[src/rtl/fulladdr_bist.sv]
// Built-in self-test controller for a 1-bit full adder: sweeps all {a,b,ci} patterns, checks {c,s}.
// Optional: define FULLADDR_BIST_STOP_ON_FAIL_EN to end the run at the first mismatch.
module fulladdr_bist #(
    parameter int ROUNDS = 1,
    parameter int SETTLE = 2
) (
    input  logic       clk,
    input  logic       rst,
    input  logic       start,
    output logic       a,
    output logic       b,
    output logic       ci,
    input  logic       s,
    input  logic       c,
    output logic       busy,
    output logic       done,
    output logic       pass,
    output logic [7:0] err_count,
    output logic [7:0] fail_vec,
    output logic [1:0] dbg_state
);

    // Handshake: start is a level request, accepted only in IDLE on a rising edge;
    // done is a one-cycle pulse and pass/err_count/fail_vec are valid from done until the next accept.
    typedef enum logic [1:0] {
        IDLE   = 2'd0,
        DRIVE  = 2'd1,
        SAMPLE = 2'd2,
        DONE   = 2'd3
    } state_t;

    localparam logic [3:0] SETTLE_LAST = 4'(SETTLE - 1);
    localparam logic [3:0] ROUND_LAST  = 4'(ROUNDS - 1);

    state_t     state;
    state_t     state_next;
    logic [2:0] pattern;
    logic [3:0] round;
    logic [3:0] settle_cnt;
    logic [1:0] expected;
    logic       mismatch;
    logic [7:0] err_next;
    logic       last_pattern;
    logic       last_round;

    // The pattern register drives the adder directly, so the operands are registered outputs.
    assign {a, b, ci}   = pattern;
    assign busy         = (state == DRIVE) || (state == SAMPLE);
    assign done         = (state == DONE);
    assign dbg_state    = state;
    assign last_pattern = (pattern == 3'd7);
    assign last_round   = (round == ROUND_LAST);

    always_comb begin
        expected = {1'b0, a} + {1'b0, b} + {1'b0, ci};
        mismatch = (state == SAMPLE) && ({c, s} != expected);
        err_next = err_count;
        if (mismatch && (err_count != 8'hFF)) begin
            err_next = err_count + 8'd1;
        end
    end

    always_ff @(posedge clk) begin
        if (rst) begin
            state <= IDLE;
        end else begin
            state <= state_next;
        end
    end

    always_comb begin
        state_next = state;
        case (state)
            IDLE: begin
                if (start) begin
                    state_next = DRIVE;
                end
            end
            DRIVE: begin
                if (settle_cnt == SETTLE_LAST) begin
                    state_next = SAMPLE;
                end
            end
            SAMPLE: begin
                if (last_pattern && last_round) begin
                    state_next = DONE;
                end else begin
                    state_next = DRIVE;
                end
`ifdef FULLADDR_BIST_STOP_ON_FAIL_EN
                if (mismatch) begin
                    state_next = DONE;
                end
`endif
            end
            DONE: begin
                state_next = IDLE;
            end
            default: begin
                state_next = IDLE;
            end
        endcase
    end

    always_ff @(posedge clk) begin
        if (rst) begin
            pattern    <= 3'd0;
            round      <= 4'd0;
            settle_cnt <= 4'd0;
            err_count  <= 8'd0;
            fail_vec   <= 8'd0;
            pass       <= 1'b0;
        end else begin
            case (state)
                IDLE: begin
                    if (start) begin
                        pattern    <= 3'd0;
                        round      <= 4'd0;
                        settle_cnt <= 4'd0;
                        err_count  <= 8'd0;
                        fail_vec   <= 8'd0;
                        pass       <= 1'b0;
                    end
                end
                DRIVE: begin
                    settle_cnt <= settle_cnt + 4'd1;
                end
                SAMPLE: begin
                    err_count  <= err_next;
                    settle_cnt <= 4'd0;
                    if (mismatch) begin
                        fail_vec[pattern] <= 1'b1;
                    end
                    // The verdict is latched on entry to DONE so it is already valid during the done pulse.
                    if (state_next == DONE) begin
                        pass <= (err_next == 8'd0);
                    end else if (last_pattern) begin
                        pattern <= 3'd0;
                        round   <= round + 4'd1;
                    end else begin
                        pattern <= pattern + 3'd1;
                    end
                end
                default: begin
                end
            endcase
        end
    end

endmodule

[config.mk]
export PLATFORM = sky130hd
export DESIGN_NAME = fulladdr_bist
export DESIGN_NICKNAME = d
export VERILOG_FILES = /design/src/rtl/fulladdr_bist.sv
export SDC_FILE = /design/constraint.sdc
export NUM_CORES = 1
export LEC_CHECK = 0
export BUFFER_PORTS_ARGS = -buffer_cell sky130_fd_sc_hd__buf_2
export CELL_PAD_IN_SITES_DETAIL_PLACEMENT = 1
export CELL_PAD_IN_SITES_GLOBAL_PLACEMENT = 1
export CORE_UTILIZATION = 25
export CTS_CLUSTER_SIZE = 8
export DETAILED_ROUTE_END_ITERATION = 12
export PLACE_DENSITY = 0.61
export SLEW_MARGIN = 0
export SYNTH_ARGS = -nofsm -noshare
export SYNTH_HDL_FRONTEND = slang
export SYNTH_SLANG_ARGS = --single-unit
[constraint.sdc]
create_clock -name clk -period 4.5 [get_ports clk]
set_input_delay 0.45 -clock clk [delete_from_list [all_inputs] [get_ports clk]]
set_output_delay 0.45 -clock clk [all_outputs]
set_load 0.05 [all_outputs]
# Word-level counts from Yosys, hierarchy flattened
# Index checks and enable logic that the tools add are counted.
# op_classes
bitwise_logic,1
eq_ne,13
n_mux,23
add_sub_neg,6
reduce_logical,16
magnitude_cmp,2
# op_table
op,count
8-bit case mux with 2 select lines,2
8-bit two-way mux,3
4-bit two-way mux,3
4-bit case mux with 3 select lines,1
3-bit two-way mux,3
3-bit AND reduction,3
4-bit by 1-bit adder with 4-bit output (second input constant),2
8-bit by 1-bit adder with 8-bit output (second input constant),1
8-bit logical NOT,1
2-bit != test (second input constant),4
8-bit != test (second input constant),1
8-bit OR,1
2-bit case mux with 4 select lines,1
4-bit case mux with 2 select lines,1
2-bit equality test (second input constant),3
2-bit two-way mux,3
3-bit case mux with 2 select lines,1
4-bit by 1-bit equality test with 1-bit output (second input constant),1
1-bit logical AND,4
4-bit logical NOT,1
3-bit by 4-bit less-than comparator with 1-bit output (second input constant),1
2-bit AND reduction,2
4-bit AND reduction,1
3-bit by 1-bit adder with 3-bit output (second input constant),1
other kinds (14),16
# word_totals
regBits,30
out_inout_bits,24

# Logic depth before layout (Yosys ltp)
# Gate-level depths: netlist (run 1).
# depth
ltp_word,9
mapped_depth,9
mapped_depth_nobuf,8

# Worst setup path before layout (run 1)
# Ideal clock, no wire load.
# synth_path
path_type,flip-flop to flip-flop
startpoint,register pattern[2]
endpoint,register pass
n_path_buf,0
path_slack_ns,1.726
t_arrival_ns,2.687
path_stages_with_launch,9
synth_period_minus_slack_ns,2.774
setup_time_ns,0.087
required_time_ns,4.413
cell_sequence,dfxtp_1 > inv_1 > fa_1 > xnor2_1 > o21ai_0 > nor3_1 > xnor2_1 > nand4_1 > o31ai_1
# synth_via
elab_chain_len,9
# synth_lines
element,line_no,rtl
start: declaration,37,logic [2:0] pattern;
start signal: assignment,141,pattern <= pattern + 3'd1;
1-bit by 1-bit adder with 2-bit output,55,"expected = {1'b0, a} + {1'b0, b} + {1'b0, ci};"
2-bit by 1-bit adder with 2-bit output,55,
2-bit != test,56,"mismatch = (state == SAMPLE) && ({c, s} != expected);"
1-bit logical AND,56,
1-bit logical AND,58,if (mismatch && (err_count != 8'hFF)) begin
8-bit two-way mux,58,
8-bit logical NOT,136,pass <= (err_next == 8'd0);
1-bit two-way mux,135,if (state_next == DONE) begin
1-bit case mux with 2 select lines,114,case (state)
end signal: assignment,136,
end: declaration,17,"output logic pass,"
# Several ways; a longest one is shown, not always the timed one. The select of a mux whose other input is x is not followed.
# A chain may end at the register's enable or synchronous reset.

# Worst setup path after layout (run 1)
# Ends and elaborated chain as after synthesis.

==> results of run 1 <==
[per-stage QoR]
stage / hold WS, ns / instances / util, % / total power [uW] / setup slack [ns]
after floorplan: 0.468 / 208 / - / 324 / 1.73
after global placement: 0.451 / 307 / 29.8 / 339 / 1.69
after detailed placement: 0.453 / 307 / 29.8 / 339 / 1.69
after global routing: 0.496 / 315 / 31.2 / 593 / 1.33
final: 0.468 / 315 / 31.2 / 566 / 1.70
after CTS: 0.472 / 315 / 31.2 / 580 / 1.63
[synthesized netlist by cell type (2+ instances only)]
library cell	instances
a21o_1	2
clkbuf_1	5
nand4b_1	2
inv_1	10
nand2b_1	2
a21oi_1	17
or4_1	2
nor2b_1	4
xnor2_1	4
nand3b_1	2
o21ai_0	7
dfxtp_1	30
ha_1	12
or3b_2	2
a211oi_1	3
o21a_1	3
o31ai_1	3
nand2_1	12
nor2_1	34
nor3b_1	2
nand4_1	2
nor3_1	8
a22oi_1	3
a31oi_1	6
nand3_1	3
a22o_1	3
a311oi_1	2
and2_1	3
mux2i_1	3
[power breakdown]
group / switching (uW) / internal, uW / leakage, uW
logic: 42.5 / 18.7 / 0.000487
clock network: 111 / 123 / 0.0000472
registers: 2.86 / 268 / 0.000242
[worst max-delay path: cells and delay by family (launching register included)]
family / cells / cell delay [ns]
flip-flops: 1 / 0.48
XOR/XNOR: 2 / 0.43
AND/OR/NAND/NOR: 2 / 0.69
buffers and inverters: 1 / 0.12
AO/OA/AOI/OAI: 2 / 0.49
adder cells (fa/ha/maj): 1 / 0.50
[cells in the final DEF, fill, tap and decap left out, types with 2 or more instances in the layout]
master,synthesis,layout
buf_2,0,28
a211oi_1,3,3
dfxtp_1,30,30
nor2b_1,4,4
a311oi_1,2,2
o21a_1,3,3
mux2i_1,3,3
a21oi_1,17,17
ha_1,12,12
nand2b_1,2,2
nand2_1,12,12
nor3_1,8,8
nand3_1,3,3
and2_1,3,3
o31ai_1,3,3
a22oi_1,3,3
nand4b_1,2,2
nand4_1,2,2
nand3b_1,2,2
nor3b_1,2,2
a31oi_1,6,6
or4_1,2,2
o21ai_0,7,7
a21o_1,2,2
inv_1,10,10
or3b_2,2,2
clkbuf_8,0,6
a22o_1,3,3
nor2_1,34,34
xnor2_1,4,4
[area by class of cell]
type / instances / area [sq um] / area share [%]
Multi-Input combinational cell: 162 / 1050 / 52.0
Sequential cell: 30 / 601 / 29.8
Timing Repair Buffer: 28 / 140 / 6.94
Tap cell: 77 / 96.3 / 4.77
Clock buffer: 6 / 82.6 / 4.09
Inverter: 10 / 37.5 / 1.86
Clock inverter: 2 / 12.5 / 0.620
[worst min path at each step]
stage,endpoint,slack [ns],cells past startpoint
final,fail_vec[2],0.47,2
after global routing,fail_vec[3],0.50,2
after CTS,fail_vec[2],0.47,2
after detailed placement,fail_vec[2],0.45,2
after global placement,fail_vec[7],0.45,2
after floorplan,settle_cnt[2],0.47,2
[kinds of logic (layout without fill, tap and decap cells)]
group           after synthesis  after routing
fa+ha+maj                    13             13
simple gates                 84             84
xor+xnor                      4              4
compound gates               57             57
mux                           4              4
buf+inv                      16             46
flops                        30             30
[metal layers]
metal  vias up  share of wire (%)  global-route usage (%)
met5         -                  0                       0
met4         0                1.2                    4.16
met3         5                2.3                    3.64
met2        14                 48                    20.6
met1       757                 48                    16.6
li1        809                  -                       -
[registers in the layout, indices dropped and copies added, names as in the netlist]
name	cells
pass	1
dbg_state	2
settle_cnt	4
fail_vec	8
round	4
err_count	8
pattern	3
==> metrics.txt, run 1 <==
Top Ports=29; CP endpoint=pass; vias after detailed routing=1,585; outcome=completed; Worst Path Required=4.70 ns; Max transition margin=57.2%; Die X=84.7 um; vias per cell=5.03; initial antenna violation count=0; Post-Place Cell Area=1920 sq um; Setup crit start=pattern[2]; RR Endpoint=pass; post-synthesis compound-gate area fraction=21.9%; nets@finish=255; Total Routing Usage GR=12.8%; Max-cap violations=0; Crit Path Class=reg2reg; Initial Util=26.5%; Synth Area in Adders=9.96%; largest family of logic cells by synthesized area=simple AND/OR/NAND/NOR gates; Syn Inst Count=208; hold buffer count at cts=0; Final Instance Area=2020 sq um; Longest Clk Path Bufs=2; multiplexer share of the synthesized area=2.42%; CTS tree=yes; number of global-route vias before repair=1,473; yosys warns=0; largest cells by area after synthesis=dfxtp_1 35%, ha_1 8.8%, nor2_1 7.5%; #FFs+latches synth=30; static leakage=0.000776 uW; setup violators final=0; total negative slack=0 ns; Clock Skew=0.0128 ns; cell taking the most area after synthesis=dfxtp_1; CTS root buf=clkbuf_8; # resized after CTS=0; xor and xnor area share after synthesis=2.05%; synthesized area per cell=8.22 sq um; worst path arrival time=3.00 ns; DRC viols=0; Port Buffers=28; drt initial violations=63; fraction of registers with async set/reset=0%; final hold violations=0; cts bufs inserted=5; hold_sp=fail_vec[2]; drt wl/cell=13.8 um; register-to-register path setup slack=1.70 ns; Die Ht=84.7 um; highest clock rate=357 MHz; maximum fanout along the worst path=8; Clk Latency, worst-skew pair=0.29 ns; grt total ovfl=0; Post-synth top flop=dfxtp_1; # H-tree levels=2; Netlist Area Pre-Place=1710 sq um; clk slew on worst S/H paths=0.08 ns; Post-DP HPWL=3.17 mm; Synth cell types=46; GPL Wtd Cong=0.742; max incr delay on CP=0.59 ns; worst hold path class=reg2reg; CP Cell Sequence=inv_1 -> fa_1 -> xnor2_1 -> o21ai_0 -> nor3_1 -> xnor2_1 -> nand4_1 -> o31ai_1; r2r startpoint=pattern[2]; CTS Sinks=30; Core Area=6460 sq um; Worst setup EP type=flop; Ant. Diodes=0; max-slew violations=0; first-pass GRT wire length=7.34 mm; CP Launch Type=flop; Total Wirelength=4.35 mm; top cell type's share of synthesized area=35.1%; Final min period=2.80 ns; Post-CTS Repair Setup Buffers=0; Detailed Routing Iterations Pass 1=6; Filler Cells Inserted=801; Syn-to-layout area delta=18.1%; layout cells sized above 1=17.6%; simple-gate share of the synthesized area=25.0%; Crit path top cell by count=xnor2_1; largest net degree at the start of global routing=28; Syn Nets=226; IR drop worst, VDD=104 uV; post-route clock period utilization=62.2%; Worst R2R Path Depth=8; Post-DRT Antenna Nets=0; PwrDens=281 nW/um^2; Max stage delay cell, worst path=nor3_1; Worst-Margin Slew=0.638 ns; DIE AREA=7170 sq um; register area share after synthesis=35.1%; Std-Cell Rows=29; RSZ-0062 raised after global routing=false; EDFF count, synth=0
Note: power is estimated with default switching activity, not from simulation.
==> run 2: changes to the inputs <==
PLACE_DENSITY = 0.63   (was 0.61)
clock period = 2.35 ns   (was 4.5 ns; I/O delays follow)
==> metrics.txt, run 2 (synthesis results as in run 1) <==
cts bufs inserted=5; Ant. Diodes=0; RSZ-0062 raised after global routing=false; Setup crit start=pattern[1]; Crit Path Class=reg2reg; smallest hold slack=0.398 ns; Core Area=6460 sq um; Psw=301 uW; max-slew violations=0; CTS root buf=clkbuf_8; IR drop worst, VDD=248 uV; Initial Util=26.5%; commonest non-fill, non-tap cell in the layout=nor2_1; Post-Place Worst Slack=-0.0193 ns; post-route setup slack=0.160 ns; Max transition margin=66.3%; clk slew on worst S/H paths=0.07 ns; Final Instance Area=2190 sq um; max incr delay on CP=0.46 ns; Clk Latency, worst-skew pair=0.29 ns; Power Internal=796 uW; nets@finish=270; setup violators final=0; Syn-to-layout area delta=28.0%; PwrDens=501 nW/um^2; maximum fanout along the worst path=8; post-route clock period utilization=93.2%; Worst Path Required=2.54 ns; GPL Wtd Cong=0.821; CTS tree=yes; highest clock rate=457 MHz; Die Ht=84.7 um; Clk pwr share=40.5%; Pwr Total=1100 uW; Total Wirelength=4.72 mm; CP Launch Type=flop; outcome=completed; largest net degree at the start of global routing=28; Worst-Margin Slew=0.506 ns; drt wl/cell=14.3 um; Final min period=2.19 ns; Post-Place Cell Area=2060 sq um; Worst setup EP type=flop; Max stage delay cell, worst path=fa_1; worst path arrival time=2.38 ns; initial antenna violation count=0; Port Buffers=28; Max-cap violations=0; vias per cell=5.00; grt total ovfl=0; Std-Cell Rows=29; DRC viols=0; static leakage=0.000860 uW; Longest Clk Path Bufs=2; Net Sw Frac=27.4%; total negative slack=0 ns; drt initial violations=36; worst hold path class=in2reg; number of global-route vias before repair=1,659; Post-DRT Antenna Nets=0; CTS Sinks=30; hold buffer count at cts=0; vias after detailed routing=1,650; Die X=84.7 um; CP Cell Sequence=inv_1 -> fa_1 -> xnor2_1 -> o21ai_1 -> nor3_2 -> buf_4 -> a31oi_1 -> a311oi_1; DIE AREA=7170 sq um; Largest regs=err_count (8), fail_vec (8); Clock Skew=0.00526 ns; logic gate share of total power=12.5%; hold_sp=rst; Total Routing Usage GR=14.3%; r2r startpoint=pattern[1]; Sequential Power Share=47.1%; first-pass GRT wire length=8.10 mm; layout cells sized above 1=26.9%; leading cell types in the layout, fill and taps excluded=34 x nor2_1, 28 x buf_2, 25 x dfxtp_1, 16 x a21oi_1, 14 x buf_4; Top Ports=29; Post-DP HPWL=3.43 mm; final hold violations=0; # H-tree levels=2; Detailed Routing Iterations Pass 1=5; Filler Cells Inserted=786
[run 2: critical path: cells and delay by family, from the launching register on]
family / cells / cell delay, ns
xor gates and xnor gates: 1 / 0.21
and+or+nand+nor: 1 / 0.29
DFF: 1 / 0.40
buffers and inverters: 2 / 0.25
AOI/OAI and AO/OA: 3 / 0.48
adders and majority gates: 1 / 0.46
[run 2: timing repair]
item	4_1_cts	5_1_grt
cloned	0	0
gates resized for setup	1	7
setup buffers	0	0
setup endpoints to repair	1	8
pin swaps	0	1
[run 2: through the flow]
step	std cells	utilization, %
after floorplan	208	-
final	330	33.9
after global placement	322	32.0
after detailed placement	322	32.0
after CTS	330	33.4
after global routing	330	33.9
[run 2: path summary, 6_finish.rpt]
| kind | to | slack (ns) | cells after the start |
|---|---|---|---|
| setup / recovery | err_count[7] | 0.16 | 8 |
| hold / removal | dbg_state[1] | 0.40 | 2 |
| setup reg to reg | err_count[7] | 0.16 | 8 |
| hold reg to reg | fail_vec[7] | 0.47 | 2 |
[run 2: area by class of cell]
| class | count | area (sq um) | share of cell area [%] |
|---|---|---|---|
| inverters | 10 | 37.5 | 1.72 |
| clock inverters | 1 | 5.00 | 0.229 |
| flip-flops and latches | 30 | 612 | 28.0 |
| multi-input cells | 162 | 1090 | 49.6 |
| clock buffers | 7 | 86.3 | 3.95 |
| repair buffers | 43 | 265 | 12.1 |
| well taps | 77 | 96.3 | 4.40 |
[run 2: power groups by stage]
| stage | Clock, uW | Sequential (uW) | Combinational, uW |
|---|---|---|---|
| 4_1_cts | 465 | 516 | 134 |
| 5_1_grt | 482 | 516 | 150 |
| 6_report | 444 | 516 | 137 |
| 3_5_place_dp | 0 | 528 | 133 |
| 3_3_place_gp | 0 | 528 | 131 |
| 2_1_floorplan | 0 | 540 | 78.0 |
[run 2: routing by layer]
metal  global-route usage, %  wire, um  vias to the layer above
met5                       0         0                        -
met4                    6.47        96                        0
met3                    2.56       117                        8
met2                    22.3      2090                       20
met1                    19.2      2420                      785
li1                        -         -                      837
==> run 3: changes to the inputs <==
CORE_ASPECT_RATIO = 0.6   (was unset)
SETUP_SLACK_MARGIN = 0.1   (was unset)
==> metrics.txt, run 3 (synthesis results as in run 1) <==
Clk Latency, worst-skew pair=0.28 ns; Final Instance Area=2340 sq um; Post-Place Cell Area=2050 sq um; Port Buffers=28; drt wl/cell=15.5 um; Worst Path Required=2.55 ns; Syn-to-layout area delta=36.7%; grt total ovfl=0; Crit Path Class=reg2reg; Max-cap violations=0; Std-Cell Rows=22; fin util=36.7%; Total Wirelength=5.24 mm; Top Ports=29; leading cell types in the layout, fill and taps excluded=34 x nor2_1, 28 x buf_2, 24 x dfxtp_1, 16 x a21oi_1, 16 x buf_4; post-route clock period utilization=93.0%; Final min period=2.19 ns; # H-tree levels=2; Post-DRT Antenna Nets=0; final hold violations=0; vias after detailed routing=1,691; clk slew on worst S/H paths=0.06 ns; final non-filler cell total=338; GPL Wtd Cong=0.849; Pwr Total=1500 uW; Initial Util=26.9%; CP Launch Type=flop; CTS root buf=clkbuf_16; Largest regs=err_count (8), fail_vec (8); IR drop worst, VDD=339 uV; worst hold path class=in2reg; PwrDens=641 nW/um^2; Worst setup EP type=flop; placed insts=327; nets@finish=271; Detailed Routing Iterations Pass 1=4; first-pass GRT wire length=8.25 mm; Die Ht=66.0 um; CTS tree=yes; initial antenna violation count=0; Longest Clk Path Bufs=2; Clock Skew=0.00739 ns; Worst-Margin Slew=0.490 ns; max-slew violations=0; static leakage=0.000926 uW; drt initial violations=54; vias per cell=5.00; Die X=109 um; Core Area=6360 sq um; Post-DP HPWL=3.72 mm; CTS Sinks=30; cts bufs inserted=5; commonest non-fill, non-tap cell in the layout=nor2_1; DRC viols=0; highest clock rate=457 MHz; Ant. Diodes=0; setup violators final=0; layout cells sized above 1=29.9%; Max transition margin=67.3%; total negative slack=0 ns; outcome=completed; Total Routing Usage GR=15.3%; worst path arrival time=2.38 ns; DIE AREA=7180 sq um; maximum fanout along the worst path=6; largest net degree at the start of global routing=28; RSZ-0062 raised after global routing=true; number of global-route vias before repair=1,575
[run 3: timing repair]
action	CTS	global route
buffers inserted	1	2
hold buffers	0	0
gates resized for setup	5	9
pin swaps	1	2
endpoints found under the setup margin	8	12
[run 3: layer usage]
layer	global-route usage [%]	wire length [um]	part of all wire (%)
met5	0	0	0
met4	3.55	24	0.46
met3	3.94	168	3.2
met2	20.8	2160	41
met1	23.3	2890	55
[run 3: through the flow]
| stage | hold WS, ns | worst slack [ns] |
|---|---|---|
| 4_1_cts | 0.409 | 0.0722 |
| 2_1_floorplan | 0.468 | 0.0806 |
| 5_1_grt | 0.441 | 0.0463 |
| 6_report | 0.405 | 0.164 |
| 3_5_place_dp | 0.457 | 0.0465 |
| 3_3_place_gp | 0.450 | 0.0700 |
[run 3: cell type report]
type                            count  area (sq um)
Clock buffer                        7           164
Tap cell                           84           105
Fill cell                         763          4020
Inverter                           10          37.5
Clock inverter                      1          30.0
Timing Repair Buffer               44           260
Sequential cell                    30           618
Multi-Input combinational cell    162          1120
[run 3: power by group]
| group | internal [uW] | switching (uW) |
|---|---|---|
| sequential | 511 | 6.35 |
| combinational | 53.2 | 93.8 |
| clock | 593 | 239 |
[run 3: critical path, stage by stage, from the launching register on]
cell and delay [ns]:
dfxtp_2 0.35, inv_1 0.14, ha_1 0.32, nor2b_1 0.08
a311o_1 0.37, o21ai_4 0.13, nand2_4 0.10, or4_1 0.46
o211ai_1 0.16
[run 3: path summary, 6_finish.rpt]
kind	endpoint	start	slack (ns)	depth (start not counted)
min reg2reg	fail_vec[1]	fail_vec[1]	0.47	2
max reg2reg	round[3]	dbg_state[1]	0.16	8
max	round[3]	dbg_state[1]	0.16	8
min	err_count[1]	rst	0.40	2
